## config.mk

```make
export PLATFORM = sky130hd
export DESIGN_NAME = imem_loader_flat
export DESIGN_NICKNAME = d
export VERILOG_FILES = /design/src/rtl/imem_loader_if.sv /design/src/rtl/imem_loader.sv /design/src/flat_wrapper.sv
export SDC_FILE = /design/constraint.sdc
export NUM_CORES = 1
export LEC_CHECK = 0
export CAP_MARGIN = 25
export CORE_UTILIZATION = 50
export CTS_BUF_LIST = sky130_fd_sc_hd__clkbuf_2 sky130_fd_sc_hd__clkbuf_4 sky130_fd_sc_hd__clkbuf_8
export DETAILED_ROUTE_END_ITERATION = 8
export PLACE_DENSITY = 0.76
export REMOVE_ABC_BUFFERS = 1
export SYNTH_ARGS = -nofsm -noshare
export SYNTH_HDL_FRONTEND = slang
export SYNTH_SLANG_ARGS = --single-unit
```

## constraint.sdc

```tcl
create_clock -name clk -period 3 [get_ports clk]
set_clock_uncertainty 0.05 [all_clocks]
set_input_delay 0.6 -clock clk [delete_from_list [all_inputs] [get_ports clk]]
set_output_delay 0.6 -clock clk [all_outputs]
set_load 0.01 [all_outputs]
```

## src/rtl/imem_loader_if.sv

```systemverilog
// Host byte stream in, imem write port and load status out, bundled for imem_loader.
interface imem_loader_if #(parameter int ADDR_W = 6);
    logic              start;
    logic [7:0]        in_byte;
    logic              in_valid;
    logic              in_ready;
    logic              we;
    logic [ADDR_W-1:0] waddr;
    logic [31:0]       wdata;
    logic              busy;
    logic              done;
    logic              error;
    logic [ADDR_W:0]   word_count;

    modport master (
        output start, in_byte, in_valid,
        input  in_ready, we, waddr, wdata, busy, done, error, word_count
    );

    modport slave (
        input  start, in_byte, in_valid,
        output in_ready, we, waddr, wdata, busy, done, error, word_count
    );
endinterface

```

## src/rtl/imem_loader.sv

```systemverilog
// Packs big-endian program bytes into 32-bit words and writes them to sequential imem addresses until the stop opcode.
// Latency: 4th byte accepted in cycle N -> we in cycle N+1; next byte accepted no earlier than N+2.
// Backpressure: in_ready only in RECV; IMEM_LOADER_OPCHECK_EN adds opcode screening that aborts on an illegal word.
module imem_loader #(
    parameter int ADDR_W = 6
) (
    input  logic         clk,
    input  logic         reset_n,
    imem_loader_if.slave bus
);
    localparam int MAX_WORDS = 2 ** ADDR_W;
    localparam logic [ADDR_W-1:0] LAST_ADDR = ADDR_W'(MAX_WORDS - 1);
    localparam logic [5:0] OP_STOP = 6'b111111;

    typedef enum logic [2:0] {IDLE, RECV, WRITE, DONE, ERR} state_t;

    state_t            state_q;
    logic [1:0]        idx_q;
    logic [23:0]       asm_q;
    logic [ADDR_W-1:0] addr_q;
    logic [ADDR_W-1:0] waddr_q;
    logic [31:0]       wdata_q;
    logic [ADDR_W:0]   wc_q;
    logic              in_ready_q;
    logic              we_q;
    logic              busy_q;
    logic              done_q;
    logic              error_q;

    logic [31:0] word_d;
    logic        word_ok_d;

    assign word_d = {asm_q, bus.in_byte};

`ifdef IMEM_LOADER_OPCHECK_EN
    function automatic logic op_legal(input logic [5:0] op);
        case (op)
            6'b000000, 6'b100011, 6'b101011, 6'b000100, 6'b001000,
            6'b000010, 6'b010001, 6'b101000, 6'b111111: return 1'b1;
            default:                                   return 1'b0;
        endcase
    endfunction
    assign word_ok_d = op_legal(word_d[31:26]);
`else
    assign word_ok_d = 1'b1;
`endif

    // we_q doubles as the legality verdict of the word being written.
    always_ff @(posedge clk or negedge reset_n) begin
        if (!reset_n) begin
            state_q    <= IDLE;
            idx_q      <= 2'd0;
            asm_q      <= 24'd0;
            addr_q     <= '0;
            waddr_q    <= '0;
            wdata_q    <= 32'd0;
            wc_q       <= '0;
            in_ready_q <= 1'b0;
            we_q       <= 1'b0;
            busy_q     <= 1'b0;
            done_q     <= 1'b0;
            error_q    <= 1'b0;
        end else begin
            case (state_q)
                IDLE, DONE, ERR: begin
                    if (bus.start) begin
                        state_q    <= RECV;
                        in_ready_q <= 1'b1;
                        busy_q     <= 1'b1;
                        done_q     <= 1'b0;
                        error_q    <= 1'b0;
                        wc_q       <= '0;
                        addr_q     <= '0;
                        idx_q      <= 2'd0;
                    end
                end
                RECV: begin
                    if (bus.in_valid && in_ready_q) begin
                        if (idx_q == 2'd3) begin
                            state_q    <= WRITE;
                            in_ready_q <= 1'b0;
                            wdata_q    <= word_d;
                            waddr_q    <= addr_q;
                            we_q       <= word_ok_d;
                        end else begin
                            asm_q <= {asm_q[15:0], bus.in_byte};
                            idx_q <= idx_q + 2'd1;
                        end
                    end
                end
                WRITE: begin
                    we_q <= 1'b0;
                    if (!we_q) begin
                        state_q <= ERR;
                        error_q <= 1'b1;
                        busy_q  <= 1'b0;
                    end else begin
                        wc_q <= wc_q + (ADDR_W+1)'(1);
                        if (wdata_q[31:26] == OP_STOP) begin
                            state_q <= DONE;
                            done_q  <= 1'b1;
                            busy_q  <= 1'b0;
                        end else if (waddr_q == LAST_ADDR) begin
                            state_q <= ERR;
                            error_q <= 1'b1;
                            busy_q  <= 1'b0;
                        end else begin
                            state_q    <= RECV;
                            in_ready_q <= 1'b1;
                            addr_q     <= addr_q + ADDR_W'(1);
                            idx_q      <= 2'd0;
                        end
                    end
                end
                default: begin
                    state_q <= IDLE;
                end
            endcase
        end
    end

    assign bus.in_ready   = in_ready_q;
    assign bus.we         = we_q;
    assign bus.waddr      = waddr_q;
    assign bus.wdata      = wdata_q;
    assign bus.busy       = busy_q;
    assign bus.done       = done_q;
    assign bus.error      = error_q;
    assign bus.word_count = wc_q;
endmodule

```

## src/flat_wrapper.sv

```systemverilog
// flat-port wrapper written by rule: the top's interface ports become plain ports
module imem_loader_flat 
#(
    parameter int ADDR_W = 6
)
  (clk, reset_n, bus_start, bus_in_byte, bus_in_valid, bus_in_ready, bus_we, bus_waddr, bus_wdata, bus_busy, bus_done, bus_error, bus_word_count);
  imem_loader_if #(.ADDR_W(ADDR_W)) bus_i ();
  input  logic clk;
  input  logic reset_n;
  input wire logic [$bits(bus_i.start)-1:0] bus_start;
  input wire logic [$bits(bus_i.in_byte)-1:0] bus_in_byte;
  input wire logic [$bits(bus_i.in_valid)-1:0] bus_in_valid;
  output wire logic [$bits(bus_i.in_ready)-1:0] bus_in_ready;
  output wire logic [$bits(bus_i.we)-1:0] bus_we;
  output wire logic [$bits(bus_i.waddr)-1:0] bus_waddr;
  output wire logic [$bits(bus_i.wdata)-1:0] bus_wdata;
  output wire logic [$bits(bus_i.busy)-1:0] bus_busy;
  output wire logic [$bits(bus_i.done)-1:0] bus_done;
  output wire logic [$bits(bus_i.error)-1:0] bus_error;
  output wire logic [$bits(bus_i.word_count)-1:0] bus_word_count;
  assign bus_i.start = bus_start;
  assign bus_i.in_byte = bus_in_byte;
  assign bus_i.in_valid = bus_in_valid;
  assign bus_in_ready = bus_i.in_ready;
  assign bus_we = bus_i.we;
  assign bus_waddr = bus_i.waddr;
  assign bus_wdata = bus_i.wdata;
  assign bus_busy = bus_i.busy;
  assign bus_done = bus_i.done;
  assign bus_error = bus_i.error;
  assign bus_word_count = bus_i.word_count;
  imem_loader #(.ADDR_W(ADDR_W)) u_core (.clk(clk), .reset_n(reset_n), .bus(bus_i));
endmodule
```

==> impl_metrics.yaml <==
place:
  place.gp.congestion: 0.787
  dpl_worst_slack_ns: 0.499
  port_buffers: 61
  place_area_um2: 4340
  hpwl_um: 4420
  post-place-cells: 420
clock_network:
  clock_latency_ns: 0.35
  cts_resized: 0
  cts.hold.buffers_added: 0
  cts_buffers: 9
  clockRootBuffer: "clkbuf_8"
  htreeDepth: 3
  cts_tree: "built"
  clockBufferDepth: 2
  cts_sinks: 85
  cts_setup_buffers: 0
  clk_pin_slew_ns: 0.09
sta:
  grt_setup_unrepaired: "no"
  hold_viol_final: 0
  slew_violations: 0
  slew_headroom_pct: 47.1
  fin_crit_ns: 2.16
  worst_slew_pin_slew_ns: 0.788
  fin_crit_sh_pct: 71.8
  max_clock_freq_mhz: 464
  holdWs_ns: 0.141
  setup_tns_ns: 0
  setup_viol: 0
  final.setup.worst_slack_ns: 0.845
hold_path:
  hp-class: "in -> async"
synth:
  ys_ff_latch: 85
  synth_cell_types: 46
  synth.largest_area_cell: "dfrtp_1"
  synthFlopType: "dfrtp_1"
  synthCells: 271
  synth_area_leaders: "dfrtp_1 (58%), mux2_2 (19%), nand2_1 (1.4%)"
  async_flop_share_pct: 100
  ys_seq_area_share_pct: 58.4
  synth_area_um2: 3640
  synth_top_area_share_pct: 58.4
  synth_edf_count: 0
  yosys_warnings: 0
  postSynthAreaPerCell_um2: 13.4
final_layout:
  nFillCells: 554
  fin_cells: 436
  num-nets-final: 350
  drive_gt1_share_pct: 27.1
  final_util_pct: 66.4
  postLayoutCellArea_um2: 4590
  syn_to_final_growth_pct: 25.9
  antenna_cells: 0
setup_path:
  cp.arrival_ns: 2.38
  cp_cell_sequence: "clkdlybuf4s50_1 > or3b_4 > o21a_1 > or4_1 > a21oi_1"
  worst-endpoint-required_ns: 3.23
  end_kind: "flop"
  slowest_delay_ns: 0.53
  cp-start-kind: "input port"
  critical_path_class: "in -> reg"
  crit_slowest_cell: "or4_1"
  cp_max_fo: 12
drt:
  ant_nets: 0
  num_vias: 2374
  wl_per_cell_um: 15.1
  remaining_drc_errors: 0
  via_per_inst: 5.44
  drt_iter0_drc: 141
  wl_um: 6580
  drt_pass1_iterations: 4
power_and_ir_drop:
  power_density_nw_per_um2: 963
  p_leak_nw: 1.97
  power_mw: 4.42
  peakVddDrop_uv: 576
floorplanning:
  rows: 30
  die_x_um: 87.4
  die_h_um: 87.4
  core_um2: 6910
  start_util_pct: 52.8
  ios: 62
  die_area_um2: 7640
global_route:
  first_global_vias: 2405
  grt_usage_pct: 19.7
  grt_pass1_wl_um: 11400
  grt_max_degree: 51
  globalRoute.totalOverflow: 0
  antenna_found_initial: 0
run_status:
  outcome: "complete, no violations"
run:
  max-cap-violations: 0
==> cells in the final DEF (no fill, tap or decap), types with 2 or more instances in the layout <==
cell type and count:
clkdlybuf4s50_1 60, clkbuf_8 9, o211ai_1 2, nand2_1 14, o21ai_0 7, nor4_1 2
bufinv_16 3, o21a_1 3, a211o_1 2, a22oi_1 2, mux2_2 63, or3_1 3
nand3_1 10, mux2i_1 5, a21oi_1 10, o31ai_1 3, buf_4 3, or4_1 4
inv_1 6, clkinvlp_4 2, ha_1 3, nor2_1 6, buf_12 2, dfrtp_1 85
o21ai_1 2, nand2b_1 5, o221ai_1 2
==> logic make-up (layout without fill, tap and decap cells) <==
family | count (synthesis) | in the layout | share of synthesized area (%)
fa+ha+maj | 3 | 3 | 1.03
mux | 68 | 68 | 20.8
flops | 85 | 85 | 58.4
simple gates | 58 | 58 | 9.03
compound gates | 39 | 39 | 7.62
buf+inv | 18 | 87 | 3.12
==> sequential cells by signal, indices dropped and copies added, names as in the netlist <==
signal	count
u_core.addr_q	6
u_core.bus.waddr	6
u_core.state_q	3
u_core.asm_q	24
u_core.bus.word_count	7
u_core.bus.done	1
u_core.bus.in_ready	1
u_core.idx_q	2
u_core.bus.we	1
u_core.bus.error	1
u_core.bus.wdata	32
u_core.bus.busy	1
==> worst max-delay path, delay by kind of cell <==
kind / cells / cell delay (ns)
and+or+nand+nor: 2 / 0.93
buffers and inverters: 1 / 0.47
AOI/OAI and AO/OA: 2 / 0.37
==> area by class of cell <==
cell class | instances | area, µm² | share of cell area, %
flip-flops and latches | 85 | 2130 | 46.3
multi-input cells | 168 | 1410 | 30.8
repair buffers | 65 | 663 | 14.4
clock buffers | 9 | 124 | 2.70
clock inverters | 7 | 121 | 2.64
well taps | 96 | 120 | 2.62
inverters | 6 | 22.5 | 0.491
==> layer usage <==
| layer | global-route usage, % | part of all wire, % |
|---|---|---|
| met3 | 5.50 | 6.7 |
| met4 | 8.64 | 1.6 |
| met2 | 31.1 | 47 |
| met5 | 0 | 0 |
| met1 | 25.4 | 44 |
==> where the power goes <==
group	internal (mW)	leakage [nW]	switching [mW]
sequential	1.60	1.07	0.307
combinational	0.954	0.778	0.590
clock	0.557	0.117	0.412
==> Yosys cell counts (all sizes together), types with 2 or more instances <==
cell / n
nand2b: 5
o21a: 3
a21boi: 2
or3: 3
ha: 3
nand2: 14
nor4: 2
buf: 10
mux2i: 5
o221ai: 2
a211o: 2
mux2: 63
nor2: 6
nand3: 10
a21oi: 10
clkbuf: 2
o31ai: 4
or4: 4
inv: 6
a22oi: 2
and2: 2
o211ai: 2
dfrtp: 85
o21ai: 9
==> path summary, 6_finish.rpt <==
| path | startpoint | end | slack, ns | cells after the start |
|---|---|---|---|---|
| max in group asynchronous | reset_n | u_core.asm_q[7] | 2.14 | 2 |
| hold / removal | reset_n | u_core.state_q[1] | 0.14 | 1 |
| setup / recovery | bus_start | u_core.bus.word_count[6] | 0.84 | 5 |
| setup reg to reg | u_core.state_q[1] | u_core.addr_q[0] | 0.97 | 4 |
| min in group clk | u_core.bus.error | u_core.bus.error | 0.45 | 1 |
| hold reg to reg | u_core.bus.error | u_core.bus.error | 0.45 | 1 |
(Power assumes the default switching activity.)
